File: src/rtl/fog_sim_pkg.sv
// Shared definitions for the FOG closed-loop simulation blocks.
// Holds ADC scaling, the model state encoding, LFSR constants and the output clamp.
package fog_sim_pkg;

    localparam int ADC_W   = 14;
    localparam int ADC_MAX = 16383;

    localparam logic [15:0] LFSR_POLY = 16'hB400;
    localparam logic [15:0] LFSR_SEED = 16'hACE1;

    typedef enum logic [1:0] {
        IDLE   = 2'd0,
        SETTLE = 2'd1,
        STABLE = 2'd2
    } fog_state_e;

    // Clamp a wide signed sum into the unsigned ADC code range.
    function automatic logic [ADC_W-1:0] sat_adc(input logic signed [33:0] x);
        if (x < 34'sd0)
            return '0;
        else if (x > 34'(ADC_MAX))
            return ADC_W'(ADC_MAX);
        else
            return x[ADC_W-1:0];
    endfunction

endpackage

File: src/rtl/fog_lfsr16.sv
// 16-bit Galois LFSR used as the detector noise source.
// Free-running: it advances every clock whenever reset is released.
module fog_lfsr16
    import fog_sim_pkg::*;
(
    input  logic        clk,
    input  logic        rst_n,
    output logic [15:0] q
);

    // NOTE: sequential state uses non-blocking assignments so every flop samples pre-edge values.
    always_ff @(posedge clk or negedge rst_n) begin
        if (!rst_n)
            q <= LFSR_SEED;
        else
            q <= {1'b0, q[15:1]} ^ (q[0] ? LFSR_POLY : 16'h0000);
    end

endmodule

File: config.mk
export PLATFORM = sky130hd
export DESIGN_NAME = fog_lfsr16
export DESIGN_NICKNAME = d
export VERILOG_FILES = /design/src/rtl/fog_sim_pkg.sv /design/src/rtl/fog_lfsr16.sv
export SDC_FILE = /design/constraint.sdc
export NUM_CORES = 1
export LEC_CHECK = 0
export BUFFER_PORTS_ARGS = -buffer_cell sky130_fd_sc_hd__clkbuf_2
export CAP_MARGIN = 20
export CORE_AREA = 3 3 40 42
export DETAILED_ROUTE_END_ITERATION = 10
export DIE_AREA = 0 0 43 45
export PLACE_DENSITY_LB_ADDON = 0.3
export SLEW_MARGIN = 0
export SYNTH_ARGS = -nofsm -noshare
export SYNTH_HDL_FRONTEND = slang
export SYNTH_SLANG_ARGS = --single-unit
File: constraint.sdc
create_clock -name clk -period 0.8 [get_ports clk]
set_input_delay 0.16 -clock clk [delete_from_list [all_inputs] [get_ports clk]]
set_output_delay 0.16 -clock clk [all_outputs]
set_load 0.05 [all_outputs]
* Yosys cells after proc, flatten, opt, wreduce, memory -nomap -nowiden
Index checks and enable logic that the tools add are counted.
W data, S select, Z words.
** Word-level totals
- Flip-flop bits (word level) :: 16
- Input port bits :: 2
- Output and inout bits :: 16
- Logic and storage cells :: 3
** Cells by class
- Multiplexer cells :: 1
- Bitwise operators :: 1
** Operators by type and width (number)
- $mux W16 :: 1
- $xor A15 B16 Y16 :: 1

* Logic depth before layout (Yosys ltp)
Gate-level depths: netlist of run 1.
- Depth in word-level cells :: 2
- Mapped depth :: 1
- Depth with buffers taken out :: 1

* Least setup slack after synthesis of run 1
OpenSTA, ideal clock, no wires.
- Path type :: register -> register
- Start point :: reg q[0]
- End point :: reg q[13]
- Setup time :: 77 ps
- Arrival :: 879 ps
- Required time :: 723 ps
- Setup slack :: -155 ps
- Stages on the path, launching flop included :: 2
- Clock period less this slack :: 955 ps
- Cells stage by stage :: dfstp_2 -> xor2_1
** Between the ends
- Word-level cells in the longest chain between the ends :: 2
** Ends and longest elaborated chain
- start, declared :: RTL line fog_lfsr16.sv:8 : output logic [15:0] q
- start signal, assigned :: RTL line fog_lfsr16.sv:16 : q <= {1'b0, q[15:1]} ^ (q[0] ? LFSR_POLY : 16'h0000);
- $mux W16 :: RTL line fog_lfsr16.sv:16
- $xor A15 B16 Y16 :: RTL line fog_lfsr16.sv:16
Every way passes these cells.

* Worst setup path in the final report of run 1
- Start point :: reg q[0]
- End point :: out q[0]
No word-level cell between the ends.

==> flow_summary.ini, run 1 <==
[run_status]
status = complete, but fails checks
violations = setup timing

[logic_synthesis]
muxShareOfSynthArea = 0
synthAdderAreaFrac = 0
ys_ff_latch = 16
synth.yosys.seq_area_share = 0.940
synth_area_per_cell_um2 = 23.0
synth_compound_area_frac = 0
syn_area_um2 = 437
synth.distinct_cells = 3
ys_warn_count = 0
synth_xor_area_frac = 0.0602
synth_fp_nets = 21
synth-simple-area-share = 0
synth_top_family_by_area = XOR/XNOR gates
synth_cells = 19

[critical_path]
slowest_delay_ns = 0.63
cp_max_fo = 2
cp_top_family = flip-flops
cp-start-kind = flip-flop
critPathSlowestCell = dfstp_4
r2r_setup_slack_ns = -0.28
endpoint_kind = output pin
r2r_end = q[12]$_DFF_PN0_
required_ns = 0.64
r2r-start = q[0]$_DFF_PN1_
cp_num_buf_inv = 1
cp_num_cells = 1
path_cells = clkbuf_16
rr_worst_depth = 3
cp.arrival_ns = 1.06
path_class = flip-flop to output pin

[cts]
cts_tree = yes
htreeDepth = 1
cts_buffers = 3
clockBufferDepth = 2
clock_latency_ns = 0.27
cts.sinks = 16
cts.reportedPaths.clkPinSlew_ns = 0.08
cts-root-buf = clkbuf_4

[global_routing]
antenna_found_initial = 0
grt_max_degree = 17
met3_usage = 0.0518
groute.layer.met2.usage = 0.249
track_usage = 0.137
overflow = 0
grt_util_met1 = 0.136
grt.busiest_layer = met2
grt_pass1_wl_um = 1760
grt_pass1_vias = 342

[placement]
gp_congestion = 0.703
port_buffers = 17
dp.final_hpwl_um = 531
place_area_um2 = 597

[floorplanning]
die_area_um2 = 1940
io-pin-count = 18
core_um2 = 1280
placementRows = 13
die_x_um = 43
start_util = 0.340
die_h_um = 45

[pwr]
power_density_nw_per_um2 = 1320
p_seq_frac = 0.654
p_leak_uw = 0.000460
power.switching_uw = 230
peakVddDrop_uv = 1190
clkPwrFrac = 0.330
pwr-share-comb = 0.016
power_switching_share = 0.186
internal_power_uw = 1010

[cells_and_area]
reg.largest.list = q x16
final_nets = 59
syn_to_final_growth_pct = 115
final_common_cell = buf_4
layout_common_cells = buf_4 (13), buf_8 (11), dfrtp_1 (8), dfstp_2 (7), clkbuf_16 (4)
regMostFlops = q
antenna_cells = 0
design_area_um2 = 937
largest_register_ffs = 16
drive_gt1_frac = 0.821

[routing]
wirelength_um = 1050
drc = 0
ant_nets = 0
post_drt_wl_per_cell_um = 14.8
drt_first_pass_iters = 2
vias_per_cell = 4.01
drt-initial-drc-count = 2
vias = 285

[timing]
fin_crit_sh = 1.52
tightestPinTransition_ns = 0.370
slew_headroom = 0.753
holdWs_ns = 0.326
fmax_ghz = 0.821
finalCriticalPeriod_ns = 1.22
setup_tns_ns = -5.38
maxSlewViolCount = 0
final-hold-violation-count = 0
setup_viol = 20
rsz0062_at_grt = true
fin_skew_ns = 0.00230
setup_ws_ns = -0.418

[job]
cap_viol_max_count = 0

[hold_path]
hp-class = input port to async pin
[cell type report]
type | instances | area [um^2]
repair buffers | 33 | 429
clock buffers | 4 | 26.3
well taps | 15 | 18.8
multi-input cells | 3 | 48.8
fillers | 77 | 348
flip-flops and latches | 16 | 414
[cells in the mapped netlist (all sizes together)]
| master | instances | area, um^2 |
|---|---|---|
| xor2 | 3 | 26.3 |
| dfrtp | 8 | 200 |
| dfstp | 8 | 210 |
[repair_timing]
item                                    4_1_cts  5_1_grt
gates resized for setup                      34       15
hold buffers                                  1        0
setup buffers                                 9        4
endpoints found under the setup margin       20       20
pin swaps                                     3        1
endpoints found under the hold margin         8        0
[worst max path at each step]
stage,startpoint,end,slack (ns)
final,q[0]$_DFF_PN1_,q[0],-0.42
after CTS,q[0]$_DFF_PN1_,q[0],-0.43
after floorplan,q[0]$_DFF_PN1_,q[13]$_DFF_PN1_,-0.13
after global routing,q[0]$_DFF_PN1_,q[0],-0.46
after detailed placement,q[0]$_DFF_PN1_,q[0],-0.22
after global placement,q[0]$_DFF_PN1_,q[0],-0.22
[stage by stage]
| stage | utilization | std cells | worst slack (ns) | power (uW) |
|---|---|---|---|---|
| 2_1_floorplan | - | 19 | -0.134 | 824 |
| 3_3_place_gp | 0.464 | 54 | -0.218 | 839 |
| 5_1_grt | 0.729 | 71 | -0.464 | 1310 |
| 6_report | 0.729 | 71 | -0.418 | 1240 |
| 4_1_cts | 0.685 | 68 | -0.427 | 1260 |
| 3_5_place_dp | 0.464 | 54 | -0.218 | 841 |
[routing by layer]
metal / vias to the layer above / part of all wire
met4: 0 / 0
met2: 12 / 0.61
li1: 129 / -
met3: 0 / 0.048
met5: - / 0
met1: 144 / 0.34
[cells by family (layout without fill, tap and decap cells)]
| group | Yosys count | after routing |
|---|---|---|
| DFF | 16 | 16 |
| xor gates and xnor gates | 3 | 3 |
| buffers and inverters | 0 | 37 |
[power by group through the flow]
stage	sequential, uW	clock [uW]	combinational [uW]
floorplan	824	0	0.0000286
global placement	824	0	15.3
detailed placement	824	0	16.4
CTS	810	429	20.0
global route	810	482	22.8
finish	810	408	19.4
Note: power is estimated with default switching activity, not from simulation.
==> run 2, diff against run 1 <==
==> constraint.sdc (replaced) <==
create_clock -name clk -period 0.8 [get_ports clk]
set_input_delay 0.2 -clock clk [delete_from_list [all_inputs] [get_ports clk]]
set_output_delay 0.2 -clock clk [all_outputs]
set_load 0.05 [all_outputs]
==> run 2 against run 1 <==
Against the previous run:
- the run still ends with setup timing left
- wire length decreased by 18%
- power rose by 0.23%
- worst hold slack better by 0.030 ns
- design area shrank 4.9%
- register-to-register slack about the same
- first-iteration DRC count fell by 100%
- via count shrank 11%
- fmax decreased by 3.6%
- clock skew up 0.0069 ns
- utilization is 3.6 points lower
- critical endpoint unchanged
- largest cell class is now registers
==> flow_summary.ini, run 2 (synthesis gave the netlist of run 1 again) <==
[critical_path]
required_ns = 0.60
endpoint_kind = output pin
critPathSlowestCell = dfstp_4
path_cells = clkbuf_16
cp.arrival_ns = 1.06
cp_top_family = flip-flops
slowest_delay_ns = 0.63
cp_max_fo = 2
cp_num_buf_inv = 1
path_class = flip-flop to output pin
cp-start-kind = flip-flop

[timing]
fmax_ghz = 0.791
setup_ws_ns = -0.464
fin_crit_sh = 1.58
setup_viol = 20
fin_skew_ns = 0.00917
finalCriticalPeriod_ns = 1.26
maxSlewViolCount = 0
rsz0062_at_grt = true
final-hold-violation-count = 0
tightestPinTransition_ns = 0.370
slew_headroom = 0.754

[run_status]
status = complete, but fails checks
violations = setup timing

[global_routing]
grt_max_degree = 17
antenna_found_initial = 0
track_usage = 0.116
overflow = 0
grt_pass1_wl_um = 1480
grt_pass1_vias = 293

[cells_and_area]
drive_gt1_frac = 0.824
largest_register_ffs = 16
num-fill-cells = 84
syn_to_final_growth_pct = 104
seq_area_um2 = 418
antenna_cells = 0
finish.utilization = 0.693
final_common_cell = buf_4
final_nets = 54
layout_common_cells = buf_4 (9), buf_8 (8), dfstp_2 (7), dfrtp_1 (5)
regMostFlops = q
reg.largest.list = q x16
multi_input_area_um2 = 33.8
instances_no_fill = 66

[placement]
dp.final_hpwl_um = 558
gp_congestion = 0.718
port_buffers = 17
placed_cells = 54

[cts]
htreeDepth = 1
cts_buffers = 3
cts-root-buf = clkbuf_4
cts.sinks = 16
cts_tree = yes
cts.reportedPaths.clkPinSlew_ns = 0.09
clock_latency_ns = 0.28
clockBufferDepth = 2

[routing]
post_drt_wl_per_cell_um = 13.1
wirelength_um = 866
drc = 0
drt_first_pass_iters = 1
vias_per_cell = 3.86
ant_nets = 0
vias = 255
drt-initial-drc-count = 0

[floorplanning]
io-pin-count = 18
die_h_um = 45
placementRows = 13
start_util = 0.340
die_x_um = 43
die_area_um2 = 1940
core_um2 = 1280

[pwr]
peakVddDrop_uv = 1040
power_density_nw_per_um2 = 1390
p_leak_uw = 0.000429

[job]
cap_viol_max_count = 0

[hold_path]
hp-class = input port to async pin
[run 2: power breakdown]
group          leakage [uW]  switching [uW]  internal, uW
Sequential         0.000190               0           810
Clock             0.0000150             218           193
Combinational      0.000224            14.5          4.87
[run 2: worst paths after layout]
kind | start | to | slack, ns | depth (start not counted)
setup / recovery | q[0]$_DFF_PN1_ | q[0] | -0.46 | 1
hold / removal | rst_n | q[3]$_DFF_PN0_ | 0.36 | 2
setup reg to reg | q[0]$_DFF_PN1_ | q[10]$_DFF_PN1_ | -0.28 | 3
hold reg to reg | q[7]$_DFF_PN1_ | q[6]$_DFF_PN1_ | 0.37 | 0
max in group asynchronous | rst_n | q[7]$_DFF_PN1_ | 0.12 | 2
min in group clk | q[7]$_DFF_PN1_ | q[6]$_DFF_PN1_ | 0.37 | 0
[run 2: metrics by stage]
step           hold WS (ns)  area (um^2)  TNS (ns)  power [uW]  setup slack (ns)
2_1_floorplan       -0.0956          444    -0.953         824            -0.132
3_3_place_gp          0.114          631     -1.67         839            -0.257
3_5_place_dp          0.125          631     -1.70         840            -0.261
4_1_cts               0.358          858     -6.22        1260            -0.472
5_1_grt               0.348          891     -7.05        1350            -0.517
6_report              0.357          891     -5.98        1240            -0.464
[run 2: layer usage]
layer  up-vias  track usage  wire length, um
li1        121            -                -
met4         0       0.0723                0
met3         0       0.0438               69
met2        12        0.186              477
met1       122        0.132              319
met5         -            0                0
[run 2: what timing repair did]
action,4_1_cts,5_1_grt
endpoints found under the hold margin,8,0
pin swaps,3,1
gates resized for setup,29,10
hold buffers,1,0
setup buffers,5,3
endpoints found under the setup margin,20,20
[run 2: area by class of cell]
type                    count  share of cell area
clock buffers               4              0.0295
well taps                  15              0.0211
multi-input cells           3              0.0379
repair buffers             28               0.442
flip-flops and latches     16               0.469
==> run 3, diff against run 2 <==
- clock period: 0.8 -> 1.48 ns (I/O delays scaled with it)
==> run 3 against run 2 <==
Against the previous run:
- the run now ends clean
- design area shrank 31%
- die area is the same
- utilization shrank 21 points
- cell count shrank 14%
- wire length shrank 17%
- clock power shrank 35%
- flip-flop and latch count is the same
- non-clock buffer count shrank 9
- global-route usage shrank 2.2 points
- first-iteration DRC count is the same
- power shrank 42%
- worst setup slack gained 0.51 ns
- critical path type unchanged
==> flow_summary.ini, run 3 (synthesis gave the netlist of run 1 again) <==
[run_status]
status = finished, final reports clean

[floorplanning]
core_um2 = 1280
die_h_um = 45
die_x_um = 43
placementRows = 13
io-pin-count = 18
start_util = 0.340
die_area_um2 = 1940

[cts]
cts.sinks = 16
clock_latency_ns = 0.27
cts.reportedPaths.clkPinSlew_ns = 0.08
cts_tree = yes
clockBufferDepth = 2
cts-root-buf = clkbuf_4
cts_buffers = 3
htreeDepth = 1

[hold_path]
hp-class = flip-flop to flip-flop

[critical_path]
cp_top_family = flip-flops
cp-start-kind = flip-flop
required_ns = 1.11
endpoint_kind = output pin
path_cells = buf_2
slowest_delay_ns = 0.54
cp_num_buf_inv = 1
cp_max_fo = 2
critPathSlowestCell = dfstp_2
path_class = flip-flop to output pin
cp.arrival_ns = 1.06

[cells_and_area]
syn_to_final_growth_pct = 41.0
multi_input_area_um2 = 26.3
reg.largest.list = q x16
layout_common_cells = clkbuf_2 (9), clkbuf_4 (8), dfstp_2 (8), dfrtp_1 (8), xor2_1 (3)
final_common_cell = clkbuf_2
final_nets = 45
antenna_cells = 0
largest_register_ffs = 16
seq_area_um2 = 410
drive_gt1_frac = 0.714
num-fill-cells = 126
regMostFlops = q

[timing]
setup_viol = 0
holdWs_ns = 0.371
setup_tns_ns = 0
rsz0062_at_grt = false
fin_skew_ns = 0.00124
fin_crit_sh = 0.968
final-hold-violation-count = 0
tightestPinTransition_ns = 0.366
fmax_ghz = 0.698
finalCriticalPeriod_ns = 1.43
slew_headroom = 0.756
maxSlewViolCount = 0

[routing]
wirelength_um = 716
vias_per_cell = 4.32
drt_first_pass_iters = 1
drc = 0
ant_nets = 0
drt-initial-drc-count = 0
vias = 246
post_drt_wl_per_cell_um = 12.6

[job]
cap_viol_max_count = 0

[placement]
port_buffers = 17
gp_congestion = 0.738

[global_routing]
grt_pass1_vias = 265
track_usage = 0.0938
antenna_found_initial = 0
grt_max_degree = 17
grt_pass1_wl_um = 1260
overflow = 0

[pwr]
peakVddDrop_uv = 566
power_density_nw_per_um2 = 1170
p_leak_uw = 0.000337
run 3: power breakdown:
| group | leakage, uW | internal, uW | switching (uW) | total, uW |
|---|---|---|---|---|
| Sequential | 0.000194 | 438 | 0 | 438 |
| Combinational | 0.000122 | 2.64 | 7.81 | 10.4 |
| Clock | 0.0000210 | 149 | 119 | 269 |
| Total | 0.000337 | 590 | 127 | 717 |
run 3: worst paths after layout:
| path | from | end | slack [ns] | cells after the start |
|---|---|---|---|---|
| setup / recovery | q[6]$_DFF_PN1_ | q[6] | 0.05 | 1 |
| hold / removal | q[7]$_DFF_PN1_ | q[6]$_DFF_PN1_ | 0.37 | 0 |
| setup reg to reg | q[0]$_DFF_PN1_ | q[10]$_DFF_PN1_ | 0.56 | 2 |
| hold reg to reg | q[7]$_DFF_PN1_ | q[6]$_DFF_PN1_ | 0.37 | 0 |
| max in group asynchronous | rst_n | q[10]$_DFF_PN1_ | 0.64 | 2 |
| min in group asynchronous | rst_n | q[1]$_DFF_PN0_ | 0.54 | 2 |
run 3: layer usage:
metal | vias to the layer above | wire length (um) | global-route usage
li1 | 104 | - | -
met5 | - | 0 | 0
met3 | 2 | 95 | 0.0359
met1 | 126 | 272 | 0.106
met4 | 0 | 10 | 0.0904
met2 | 14 | 338 | 0.135
run 3: per-stage QoR:
step / setup WS [ns] / cells / power [uW] / instance area, um^2 / util
6_report: 0.0467 / 57 / 717 / 616 / 0.479
5_1_grt: 0.0132 / 57 / 755 / 616 / 0.479
4_1_cts: 0.00153 / 56 / 734 / 598 / 0.465
3_5_place_dp: 0.246 / 51 / 455 / 541 / 0.421
3_3_place_gp: 0.264 / 51 / 454 / 541 / 0.421
2_1_floorplan: 0.401 / 19 / 446 / 437 / -
run 3: area by class of cell:
type	count	share of cell area
Sequential cell	16	0.667
Clock buffer	4	0.0589
Tap cell	15	0.0305
Timing Repair Buffer	19	0.201
Multi-Input combinational cell	3	0.0427
run 3: timing repair:
action / CTS / global route
gates resized for setup: 3 / 10
endpoints found under the setup margin: 2 / 7
pin swaps: 0 / 0
endpoints found under the hold margin: 8 / 0
hold buffers: 1 / 0
setup buffers: 0 / 1
cloned: 0 / 0
